## src/rtl/hub75_capture_if.sv

```systemverilog
// HUB75 panel pin bundle: the matrix driver is the master, the capture block the slave.
interface hub75_capture_if #(
    parameter int unsigned ADDR_WIDTH = 3
);
    logic                  hub_clk;
    logic                  hub_latch;
    logic                  hub_oe;
    logic [ADDR_WIDTH-1:0] hub_addr;
    logic [1:0]            hub_r;
    logic [1:0]            hub_g;
    logic [1:0]            hub_b;

    modport master (
        output hub_clk, hub_latch, hub_oe, hub_addr, hub_r, hub_g, hub_b
    );

    modport slave (
        input hub_clk, hub_latch, hub_oe, hub_addr, hub_r, hub_g, hub_b
    );
endinterface

```

## src/rtl/hub75_capture.sv

```systemverilog
// HUB75 panel-side receiver: resynchronizes driver pins and replays each latched row as pixel writes.
// Define HUB75_CAPTURE_STATS_EN to add the latch_count / frame_count outputs.
module hub75_capture #(
    parameter int unsigned X_RES      = 32,
    parameter int unsigned ADDR_WIDTH = 3,
    parameter int unsigned Y_STRIDE   = 8
) (
    input  logic           clk_48mhz,
    input  logic           reset,
    hub75_capture_if.slave hub,
    output logic           out_strobe,
    output logic [7:0]     out_x,
    output logic [7:0]     out_y,
    output logic           out_r,
    output logic           out_g,
    output logic           out_b,
    output logic           out_oe_n,
    output logic           busy,
    output logic           frame_start,
    output logic           short_row,
    output logic           overrun
`ifdef HUB75_CAPTURE_STATS_EN
    ,
    output logic [15:0]    latch_count,
    output logic [15:0]    frame_count
`endif
);
    localparam int unsigned SW = ADDR_WIDTH + 9;
    localparam int unsigned CW = $clog2(X_RES + 1);
    localparam int unsigned RW = 6 * X_RES;
    localparam logic [SW-1:0] SYNC_RST = {1'b1, {(SW - 1){1'b0}}};
    localparam logic [7:0]    X_LAST   = 8'(X_RES - 1);

    typedef enum logic [1:0] {StIdle, StLane0, StLane1} state_e;

    logic [SW-1:0]         in_raw, sync1_q, sync2_q;
    logic                  clk_prev_q, latch_prev_q;
    logic [RW-1:0]         shift_q, shift_next, hold_q;
    logic [CW-1:0]         col_cnt_q, col_next;
    logic [ADDR_WIDTH-1:0] row_addr_q, prev_addr_q, s_addr;
    logic [5:0]            sample;
    logic                  s_clk, s_latch, clk_rise, latch_rise, wrap;
    state_e                state_q;

    // Pixel entry x holds {r1,g1,b1,r0,g0,b0}; lane selects the upper or lower rgb triple.
    function automatic logic [2:0] lane_rgb(input logic [RW-1:0] row, input logic [7:0] x,
                                            input logic lane);
        return row[6 * int'(x) + (lane ? 3 : 0) +: 3];
    endfunction

    assign in_raw = {hub.hub_oe, hub.hub_latch, hub.hub_clk, hub.hub_addr,
                     hub.hub_r, hub.hub_g, hub.hub_b};

    assign out_oe_n   = sync2_q[SW-1];
    assign s_latch    = sync2_q[SW-2];
    assign s_clk      = sync2_q[SW-3];
    assign s_addr     = sync2_q[6 +: ADDR_WIDTH];
    assign sample     = {sync2_q[5], sync2_q[3], sync2_q[1], sync2_q[4], sync2_q[2], sync2_q[0]};
    assign clk_rise   = s_clk & ~clk_prev_q;
    assign latch_rise = s_latch & ~latch_prev_q;
    assign wrap       = (s_addr == '0) && (prev_addr_q == '1);

    // New samples enter at the tail so the first-shifted column ends up at x = 0.
    always_comb begin
        shift_next = shift_q;
        col_next   = col_cnt_q;
        if (clk_rise) begin
            shift_next = {sample, shift_q[RW-1:6]};
            if (col_cnt_q != CW'(X_RES)) col_next = col_cnt_q + CW'(1);
        end
    end

    always_ff @(posedge clk_48mhz) begin
        if (reset) begin
            sync1_q      <= SYNC_RST;
            sync2_q      <= SYNC_RST;
            clk_prev_q   <= 1'b0;
            latch_prev_q <= 1'b0;
            shift_q      <= '0;
            hold_q       <= '0;
            col_cnt_q    <= '0;
            row_addr_q   <= '0;
            prev_addr_q  <= '1;
            state_q      <= StIdle;
            out_strobe   <= 1'b0;
            out_x        <= '0;
            out_y        <= '0;
            out_r        <= 1'b0;
            out_g        <= 1'b0;
            out_b        <= 1'b0;
            busy         <= 1'b0;
            frame_start  <= 1'b0;
            short_row    <= 1'b0;
            overrun      <= 1'b0;
`ifdef HUB75_CAPTURE_STATS_EN
            latch_count  <= '0;
            frame_count  <= '0;
`endif
        end else begin
            sync1_q      <= in_raw;
            sync2_q      <= sync1_q;
            clk_prev_q   <= s_clk;
            latch_prev_q <= s_latch;
            shift_q      <= shift_next;
            col_cnt_q    <= col_next;
            out_strobe   <= 1'b0;
            frame_start  <= 1'b0;

            unique case (state_q)
                StLane0: begin
                    out_strobe <= 1'b1;
                    if (out_x == X_LAST) begin
                        out_x                 <= '0;
                        out_y                 <= 8'(row_addr_q) + 8'(Y_STRIDE);
                        {out_r, out_g, out_b} <= lane_rgb(hold_q, 8'd0, 1'b1);
                        state_q               <= StLane1;
                    end else begin
                        out_x                 <= out_x + 8'd1;
                        {out_r, out_g, out_b} <= lane_rgb(hold_q, out_x + 8'd1, 1'b0);
                    end
                end
                StLane1: begin
                    if (out_x == X_LAST) begin
                        state_q <= StIdle;
                        busy    <= 1'b0;
                    end else begin
                        out_strobe            <= 1'b1;
                        out_x                 <= out_x + 8'd1;
                        {out_r, out_g, out_b} <= lane_rgb(hold_q, out_x + 8'd1, 1'b1);
                    end
                end
                default: ;
            endcase

            // A latch always restarts the shift row; only an idle emitter accepts the data.
            if (latch_rise) begin
                shift_q     <= '0;
                col_cnt_q   <= '0;
                prev_addr_q <= s_addr;
                if (col_next != CW'(X_RES)) short_row <= 1'b1;
                if (wrap) frame_start <= 1'b1;
                if (busy) begin
                    overrun <= 1'b1;
                end else begin
                    hold_q                <= shift_next;
                    row_addr_q            <= s_addr;
                    state_q               <= StLane0;
                    busy                  <= 1'b1;
                    out_strobe            <= 1'b1;
                    out_x                 <= '0;
                    out_y                 <= 8'(s_addr);
                    {out_r, out_g, out_b} <= lane_rgb(shift_next, 8'd0, 1'b0);
                end
`ifdef HUB75_CAPTURE_STATS_EN
                latch_count <= latch_count + 16'd1;
                if (wrap) frame_count <= frame_count + 16'd1;
`endif
            end
        end
    end
endmodule

```

## src/flat_wrapper.sv

```systemverilog
// flat-port wrapper written by rule: the top's interface ports become plain ports
module hub75_capture_flat 
#(
    parameter int unsigned X_RES      = 32,
    parameter int unsigned ADDR_WIDTH = 3,
    parameter int unsigned Y_STRIDE   = 8
)
  (clk_48mhz, reset, out_strobe, out_x, out_y, out_r, out_g, out_b, out_oe_n, busy, frame_start, short_row, overrun, hub_hub_clk, hub_hub_latch, hub_hub_oe, hub_hub_addr, hub_hub_r, hub_hub_g, hub_hub_b);
  hub75_capture_if #(.ADDR_WIDTH(ADDR_WIDTH)) hub_i ();
  input  logic clk_48mhz;
  input  logic reset;
  output logic out_strobe;
  output logic [7:0] out_x;
  output logic [7:0] out_y;
  output logic out_r;
  output logic out_g;
  output logic out_b;
  output logic out_oe_n;
  output logic busy;
  output logic frame_start;
  output logic short_row;
  output logic overrun;
  input wire logic [$bits(hub_i.hub_clk)-1:0] hub_hub_clk;
  input wire logic [$bits(hub_i.hub_latch)-1:0] hub_hub_latch;
  input wire logic [$bits(hub_i.hub_oe)-1:0] hub_hub_oe;
  input wire logic [$bits(hub_i.hub_addr)-1:0] hub_hub_addr;
  input wire logic [$bits(hub_i.hub_r)-1:0] hub_hub_r;
  input wire logic [$bits(hub_i.hub_g)-1:0] hub_hub_g;
  input wire logic [$bits(hub_i.hub_b)-1:0] hub_hub_b;
  assign hub_i.hub_clk = hub_hub_clk;
  assign hub_i.hub_latch = hub_hub_latch;
  assign hub_i.hub_oe = hub_hub_oe;
  assign hub_i.hub_addr = hub_hub_addr;
  assign hub_i.hub_r = hub_hub_r;
  assign hub_i.hub_g = hub_hub_g;
  assign hub_i.hub_b = hub_hub_b;
  hub75_capture #(.X_RES(X_RES), .ADDR_WIDTH(ADDR_WIDTH), .Y_STRIDE(Y_STRIDE)) u_core (.clk_48mhz(clk_48mhz), .reset(reset), .hub(hub_i), .out_strobe(out_strobe), .out_x(out_x), .out_y(out_y), .out_r(out_r), .out_g(out_g), .out_b(out_b), .out_oe_n(out_oe_n), .busy(busy), .frame_start(frame_start), .short_row(short_row), .overrun(overrun));
endmodule
```

## config.mk

```make
export PLATFORM = sky130hd
export DESIGN_NAME = hub75_capture_flat
export DESIGN_NICKNAME = d
export VERILOG_FILES = /design/src/rtl/hub75_capture_if.sv /design/src/rtl/hub75_capture.sv /design/src/flat_wrapper.sv
export SDC_FILE = /design/constraint.sdc
export NUM_CORES = 1
export LEC_CHECK = 0
export CAP_MARGIN = 10
export CORE_MARGIN = 1.5
export CORE_UTILIZATION = 23
export DETAILED_ROUTE_END_ITERATION = 8
export PLACE_DENSITY = 0.36
export REMOVE_ABC_BUFFERS = 1
export SYNTH_ARGS = -nofsm -noshare
export SYNTH_HDL_FRONTEND = slang
export SYNTH_SLANG_ARGS = --single-unit
```

## constraint.sdc

```tcl
create_clock -name clk_48mhz -period 13.7 [get_ports clk_48mhz]
set_clock_uncertainty 0.05 [all_clocks]
set_input_delay 2.74 -clock clk_48mhz [delete_from_list [all_inputs] [get_ports clk_48mhz]]
set_output_delay 2.74 -clock clk_48mhz [all_outputs]
set_load 0.05 [all_outputs]
```

==> results of run 1 <==
[state kept, by name, summed over array words and instances (netlist names), 2 cells and up]
name and count:
u_core.hold_q 192, u_core.out_x 8, u_core.shift_q 192, u_core.sync2_q 12, u_core.col_cnt_q 6, u_core.out_y 8
u_core.prev_addr_q 3, u_core.sync1_q 12, u_core.state_q 2, u_core.row_addr_q 3
[area by class of cell]
class / instances / area share
Multi-Input combinational cell: 1235 / 0.418
Sequential cell: 448 / 0.404
Clock buffer: 69 / 0.0694
Tap cell: 1060 / 0.0598
Timing Repair Buffer: 57 / 0.0236
Clock inverter: 30 / 0.0224
Inverter: 15 / 0.00254
[metrics by stage]
| step | setup WS [ns] | cells | util |
|---|---|---|---|
| floorplan | 3.18 | 1698 | - |
| global placement | 7.77 | 2815 | 0.250 |
| detailed placement | 7.63 | 2815 | 0.250 |
| CTS | 7.61 | 2914 | 0.275 |
| global route | 7.23 | 2914 | 0.275 |
| finish | 7.72 | 2914 | 0.275 |
[final timing paths]
check | end | slack [ns] | cells past startpoint
worst max-delay path | u_core.out_r | 7.72 | 13
worst min-delay path | u_core.sync2_q[11] | 0.36 | 1
worst max register to register | u_core.out_r | 7.72 | 13
worst min register to register | u_core.sync2_q[11] | 0.36 | 1
[power breakdown]
group | leakage, uW | total (uW) | switching (uW) | internal (uW)
clock | 0.00100 | 1620 | 586 | 1040
sequential | 0.00361 | 1310 | 5.99 | 1310
combinational | 0.00403 | 133 | 88.6 | 44.6
[worst max-delay path: cells and delay by family (launching register included)]
kind                       cells  cell delay (ns)
DFF                            1             0.70
xor gates and xnor gates       3             2.06
AOI/OAI and AO/OA              6             1.47
buffers and inverters          1             0.59
and+or+nand+nor                1             0.15
adders and majority gates      2             0.84
[cell families (layout without fill, tap and decap cells)]
| family | after synthesis | count (layout) | share of synthesized area |
|---|---|---|---|
| AO/OA/AOI/OAI | 294 | 294 | 0.0922 |
| XOR/XNOR | 23 | 23 | 0.0115 |
| adder cells (fa/ha/maj) | 14 | 14 | 0.00932 |
| buffers and inverters | 148 | 171 | 0.0331 |
| flip-flops | 448 | 448 | 0.477 |
| multiplexers | 324 | 324 | 0.246 |
| AND/OR/NAND/NOR | 580 | 580 | 0.131 |
[layout by cell type, fill, tap and decap left out, types with 6 or more instances in the layout]
cell | Yosys | layout
buf_4 | 7 | 19
clkinv_2 | 0 | 11
dfxtp_1 | 448 | 447
bufinv_16 | 0 | 13
inv_1 | 15 | 15
clkbuf_16 | 0 | 55
nand2_1 | 235 | 235
clkbuf_8 | 0 | 11
nand4_1 | 8 | 8
nor2b_1 | 29 | 29
nor3_1 | 17 | 17
o21ai_0 | 205 | 205
xnor2_1 | 14 | 12
a21oi_1 | 20 | 20
a211oi_1 | 7 | 7
nand3b_1 | 7 | 7
nand3_1 | 10 | 10
nor2_1 | 239 | 238
a22oi_1 | 6 | 6
mux2i_1 | 212 | 212
ha_1 | 14 | 13
xor2_1 | 7 | 6
mux4_2 | 104 | 104
clkdlybuf4s50_1 | 0 | 38
nor4_1 | 6 | 6
[per-layer routing]
metal | part of all wire | routed length, um
met5 | 0 | 0
met4 | 0.021 | 1040
met3 | 0.036 | 1770
met2 | 0.45 | 22100
met1 | 0.50 | 24700
[Yosys cell counts (4+ instances only)]
| cell | n |
|---|---|
| dfxtp_1 | 448 |
| nor2_1 | 239 |
| nand2_1 | 235 |
| mux2i_1 | 212 |
| o21ai_0 | 205 |
| mux4_2 | 104 |
| clkbuf_1 | 87 |
| nor2b_1 | 29 |
| buf_1 | 21 |
| a21oi_1 | 20 |
| nor3_1 | 17 |
| buf_2 | 15 |
| inv_1 | 15 |
| ha_1 | 14 |
| xnor2_1 | 14 |
| nand3_1 | 10 |
| nand4_1 | 8 |
| a211oi_1 | 7 |
| buf_4 | 7 |
| nand3b_1 | 7 |
| xor2_1 | 7 |
| a22oi_1 | 6 |
| nand2b_1 | 6 |
| nor4_1 | 6 |
| mux4_1 | 5 |
| o211ai_1 | 5 |
| o21a_1 | 5 |
| a211o_1 | 4 |
| a21o_1 | 4 |
| and3_1 | 4 |
| or4_1 | 4 |
==> flow_summary.yaml, run 1 <==
yosys:
  synth_seq_area_share: 0.477
  ys_seq_elements: 448
  ys_top_cells_by_area: "dfxtp_1 (48%), mux4_2 (12%), mux2i_1 (11%), o21ai_0 (5.5%), nor2_1 (4.8%)"
  synthDominantCellAreaShare: 0.477
  synthArstFlopShare: 0
  synth_edf_count: 0
  synth_area_leader_cell: "dfxtp_1"
  synthFlopType: "dfxtp_1"
  synth_cell_types: 68
  yosys_warnings: 0
  synth_cells: 1831
  synth_area_um2: 18800
  post_synth.cell_area_avg_um2: 10.3
global_routing:
  grt_pass1_wl_um: 80200
  grt_usage: 0.121
  met3_usage: 0.0226
  grt_pass1_vias: 13323
  met1_usage: 0.169
  grt_busiest_layer: "met2"
  antenna_found_initial: 0
  use_met2: 0.190
  grt_max_degree: 97
  grt-ovfl-total: 0
power:
  leakage_uw: 0.00865
  p_per_area_nw_per_um2: 138
  ir_drop_uv: 74.7
  p_total_uw: 3070
clock_tree:
  clock_latency_ns: 0.60
  clk_pin_slew_worst_paths_ns: 0.06
  cts_tree: "yes"
  cts_made_buffers: 53
  htree_num_levels: 2
  cts_num_sinks: 448
  postCtsHoldBufs: 0
  cts_resized: 0
  cts_setup_buffers: 0
  cts-root-buf: "clkbuf_16"
  clockBufferDepth: 3
routing:
  vias_per_cell: 4.50
  firstDrtPassIters: 6
  routed_wl_um: 49600
  drc: 0
  ant_nets: 0
  drt_iter0_drc: 664
  num_vias: 13109
  wl_per_cell_um: 17.0
critical_path:
  worst_path_largest_cell_delay_ns: 1.00
  crit_path_start_kind: "register"
  critPathSlowestCell: "xnor2_2"
  crit_path_start: "u_core.out_x[0]"
  worst_setup_path_end_kind: "register"
  arrival_ns: 6.42
  critPathMaxFanout: 35
  r2r-start: "u_core.out_x[0]"
  crit_type: "reg -> reg"
  cp_cell_sequence: "buf_4, ha_1, xor2_2, ha_1, a21oi_2, xnor2_1, xnor2_2, nor3_1, o41ai_1, o311ai_0, o22ai_1, o211ai_1, a211oi_1"
  required_ns: 14.14
  cpMostUsedCell: "ha_1"
layout:
  design_area_um2: 22200
  synthToLayoutAreaGrowth_pct: 18.0
  register_area_um2: 8970
  fillers: 8451
  nNetsFinal: 1838
  multi_input_area_um2: 9270
  drive_gt1_frac: 0.135
  antenna_cells: 0
floorplan:
  die_area_um2: 83500
  fp.dieW_um: 289
  io_pins: 39
  core_region_area_um2: 80700
  fp-row-count: 104
  start_util: 0.233
  dieHeight_um: 289
sta:
  worst-slew-pin-transition_ns: 1.23
  setup_tns_ns: 0
  grt_setup_unrepaired: "false"
  fmax_mhz: 167
  fin_crit_sh: 0.437
  setup_viol: 0
  finalCriticalPeriod_ns: 5.98
  final_max_slew_viol_count: 0
  hold_viol_final: 0
  slew_headroom: 0.177
  hold_slack_ns: 0.360
outcome:
  outcome: "finished clean"
place:
  hpwl_um: 32500
  gp_congestion: 0.796
  placed_area_um2: 20200
  port-buffer-count: 38
hold_path:
  worstHoldPathType: "reg -> reg"
  worstHoldStart: "u_core.sync1_q[11]"
job:
  max_cap_viol_count: 0
Power figures use the tool's default switching activity.
==> inputs of run 2 (changes only) <==
Settings changed: PLACE_DENSITY 0.36 to 0.37.
Clock period 13.7 ns to 5.25 ns, I/O delays scaled along.
==> run 2 against run 1 <==
Register-to-register slack lost 7.0 ns. Die area stayed put. Sequential share of layout area is 0.35 points higher. Via count rose by 0.62%. Fmax grew 32%. Global-route usage about the same. Worst hold slack better by 0.0088 ns. Cell area decreased by 0.87%. Clock power increased by 120%. Setup slack worse by 7.0 ns. First-iteration DRC count increased by 9.6%. Largest cell class unchanged. Highest routed layer unchanged.
==> flow_summary.yaml, run 2 (same netlist as run 1, synthesis figures left out) <==
job:
  max_cap_viol_count: 0
routing:
  ant_nets: 0
  num_vias: 13190
  drt_iter0_drc: 728
  vias_per_cell: 4.52
  wl_per_cell_um: 17.1
  firstDrtPassIters: 5
  drc: 0
  routed_wl_um: 50000
hold_path:
  worstHoldPathType: "reg -> reg"
place:
  placed_cells: 2821
  port-buffer-count: 38
  gp_congestion: 0.777
  hpwl_um: 32500
sta:
  hold_viol_final: 0
  grt_setup_unrepaired: "false"
  fmax_mhz: 221
  finalCriticalPeriod_ns: 4.53
  final_max_slew_viol_count: 0
  setup_viol: 0
  worst-slew-pin-transition_ns: 0.894
  slew_headroom: 0.404
  fin_crit_sh: 0.862
critical_path:
  crit_path_end: "u_core.out_b"
  critPathMaxFanout: 12
  r2r_setup_slack_ns: 0.72
  crit_type: "reg -> reg"
  arrival_ns: 4.96
  worst_setup_path_end_kind: "register"
  rr_endpoint: "u_core.out_b"
  crit_path_start: "u_core.out_x[1]"
  required_ns: 5.68
  crit_path_start_kind: "register"
  reg2reg_depth: 15
  r2r-start: "u_core.out_x[1]"
clock_tree:
  cts_made_buffers: 51
  cts_resized: 0
  clock_latency_ns: 0.61
  clockBufferDepth: 3
  htree_num_levels: 2
  cts-root-buf: "clkbuf_16"
  cts_num_sinks: 448
  cts_tree: "yes"
  cts_setup_buffers: 0
  clk_pin_slew_worst_paths_ns: 0.06
  postCtsHoldBufs: 0
global_routing:
  met3_usage: 0.0276
  grt_usage: 0.121
  grt_pass1_vias: 13314
  grt-ovfl-total: 0
  antenna_found_initial: 0
  met1_usage: 0.165
  use_met2: 0.191
  grt_pass1_wl_um: 79600
  grt_busiest_layer: "met2"
  grt_max_degree: 108
floorplan:
  fp.dieW_um: 289
  start_util: 0.233
  dieHeight_um: 289
  fp-row-count: 104
  die_area_um2: 83500
  core_region_area_um2: 80700
  io_pins: 39
layout:
  register_area_um2: 8970
  synthToLayoutAreaGrowth_pct: 17.0
  nNetsFinal: 1842
  multi_input_area_um2: 9270
  final_cell_mix: "dfxtp_1 (447), nor2_1 (238), nand2_1 (235)"
  final_util: 0.273
  fillers: 8536
  layout_commonest_cell: "dfxtp_1"
  instances_no_fill: 2916
  drive_gt1_frac: 0.131
  largest_registers: "u_core.hold_q: 192 flops, u_core.shift_q: 192 flops"
  antenna_cells: 0
outcome:
  outcome: "finished clean"
power:
  leakage_uw: 0.00855
  ir_drop_uv: 228
  p_per_area_nw_per_um2: 338
==> run 2: cell types whose count changed in the layout (fill, tap and decap cells not counted) <==
cell / delta
clkbuf_1: +10
bufinv_16: -9
buf_12: +6
clkbuf_16: -3
clkinvlp_4: -2
clkbuf_8: +1
clkinv_8: +1
inv_6: -1
inv_8: -1
==> run 2: worst min path at each step <==
stage	end	depth (start not counted)	slack, ns	startpoint
global placement	u_core.sync2_q[11]	1	0.35	u_core.sync1_q[11]
detailed placement	u_core.sync2_q[11]	1	0.36	u_core.sync1_q[11]
global route	u_core.sync2_q[11]	1	0.40	u_core.sync1_q[11]
finish	u_core.sync2_q[11]	1	0.37	u_core.sync1_q[11]
floorplan	u_core.sync2_q[11]	1	0.34	u_core.sync1_q[11]
CTS	u_core.sync2_q[11]	1	0.38	u_core.sync1_q[11]
==> run 2: critical path, stage by stage (launching register included) <==
cell and delay (ns):
dfxtp_1 0.47, ha_1 0.35, nand3_1 0.15, nor2_1 0.23, nand2_1 0.12, xnor2_1 0.22
ha_1 0.41, a21oi_1 0.25, mux2_2 0.35, nor4_1 0.46, and4_1 0.27, o21ai_0 0.22
nand2_2 0.23, o211ai_1 0.12, a41o_1 0.26, a31o_2 0.24
==> run 2: layer usage <==
metal / wire, um / vias up
met5: 0 / -
met4: 1050 / 0
met3: 2210 / 71
met2: 22500 / 170
met1: 24300 / 6502
li1: - / 6447
==> run 2: area by class of cell <==
class / instances / share of cell area
tap: 1060 / 0.0603
sequential: 448 / 0.408
clock inverter: 18 / 0.00944
inverter: 15 / 0.00256
multi-input combinational: 1235 / 0.422
timing repair buffer: 63 / 0.0292
clock buffer: 77 / 0.0689
==> run 2: report_power, final <==
part           switching [uW]  internal, uW
registers                11.3          3420
clock network            1450          2180
logic                     241           123
total                    1700          5720
==> run 2: through the flow <==
stage          power (uW)  cell area, um^2  hold WS, ns  setup WS (ns)  TNS (ns)
2_1_floorplan        3780            18200        0.339          -5.27   -959.71
3_3_place_gp         3880            20300        0.349          0.825         0
3_5_place_dp         3880            20300        0.358          0.717         0
4_1_cts              7580            22000        0.377          0.685         0
5_1_grt              7730            22000        0.402          0.320         0
6_report             7430            22000        0.369          0.722         0
==> inputs of run 3 (changes only) <==
Settings changed: CAP_MARGIN 10 to not set.
==> results of run 3 <==
The final DEF is identical to that of run 2; final timing and power are the same.
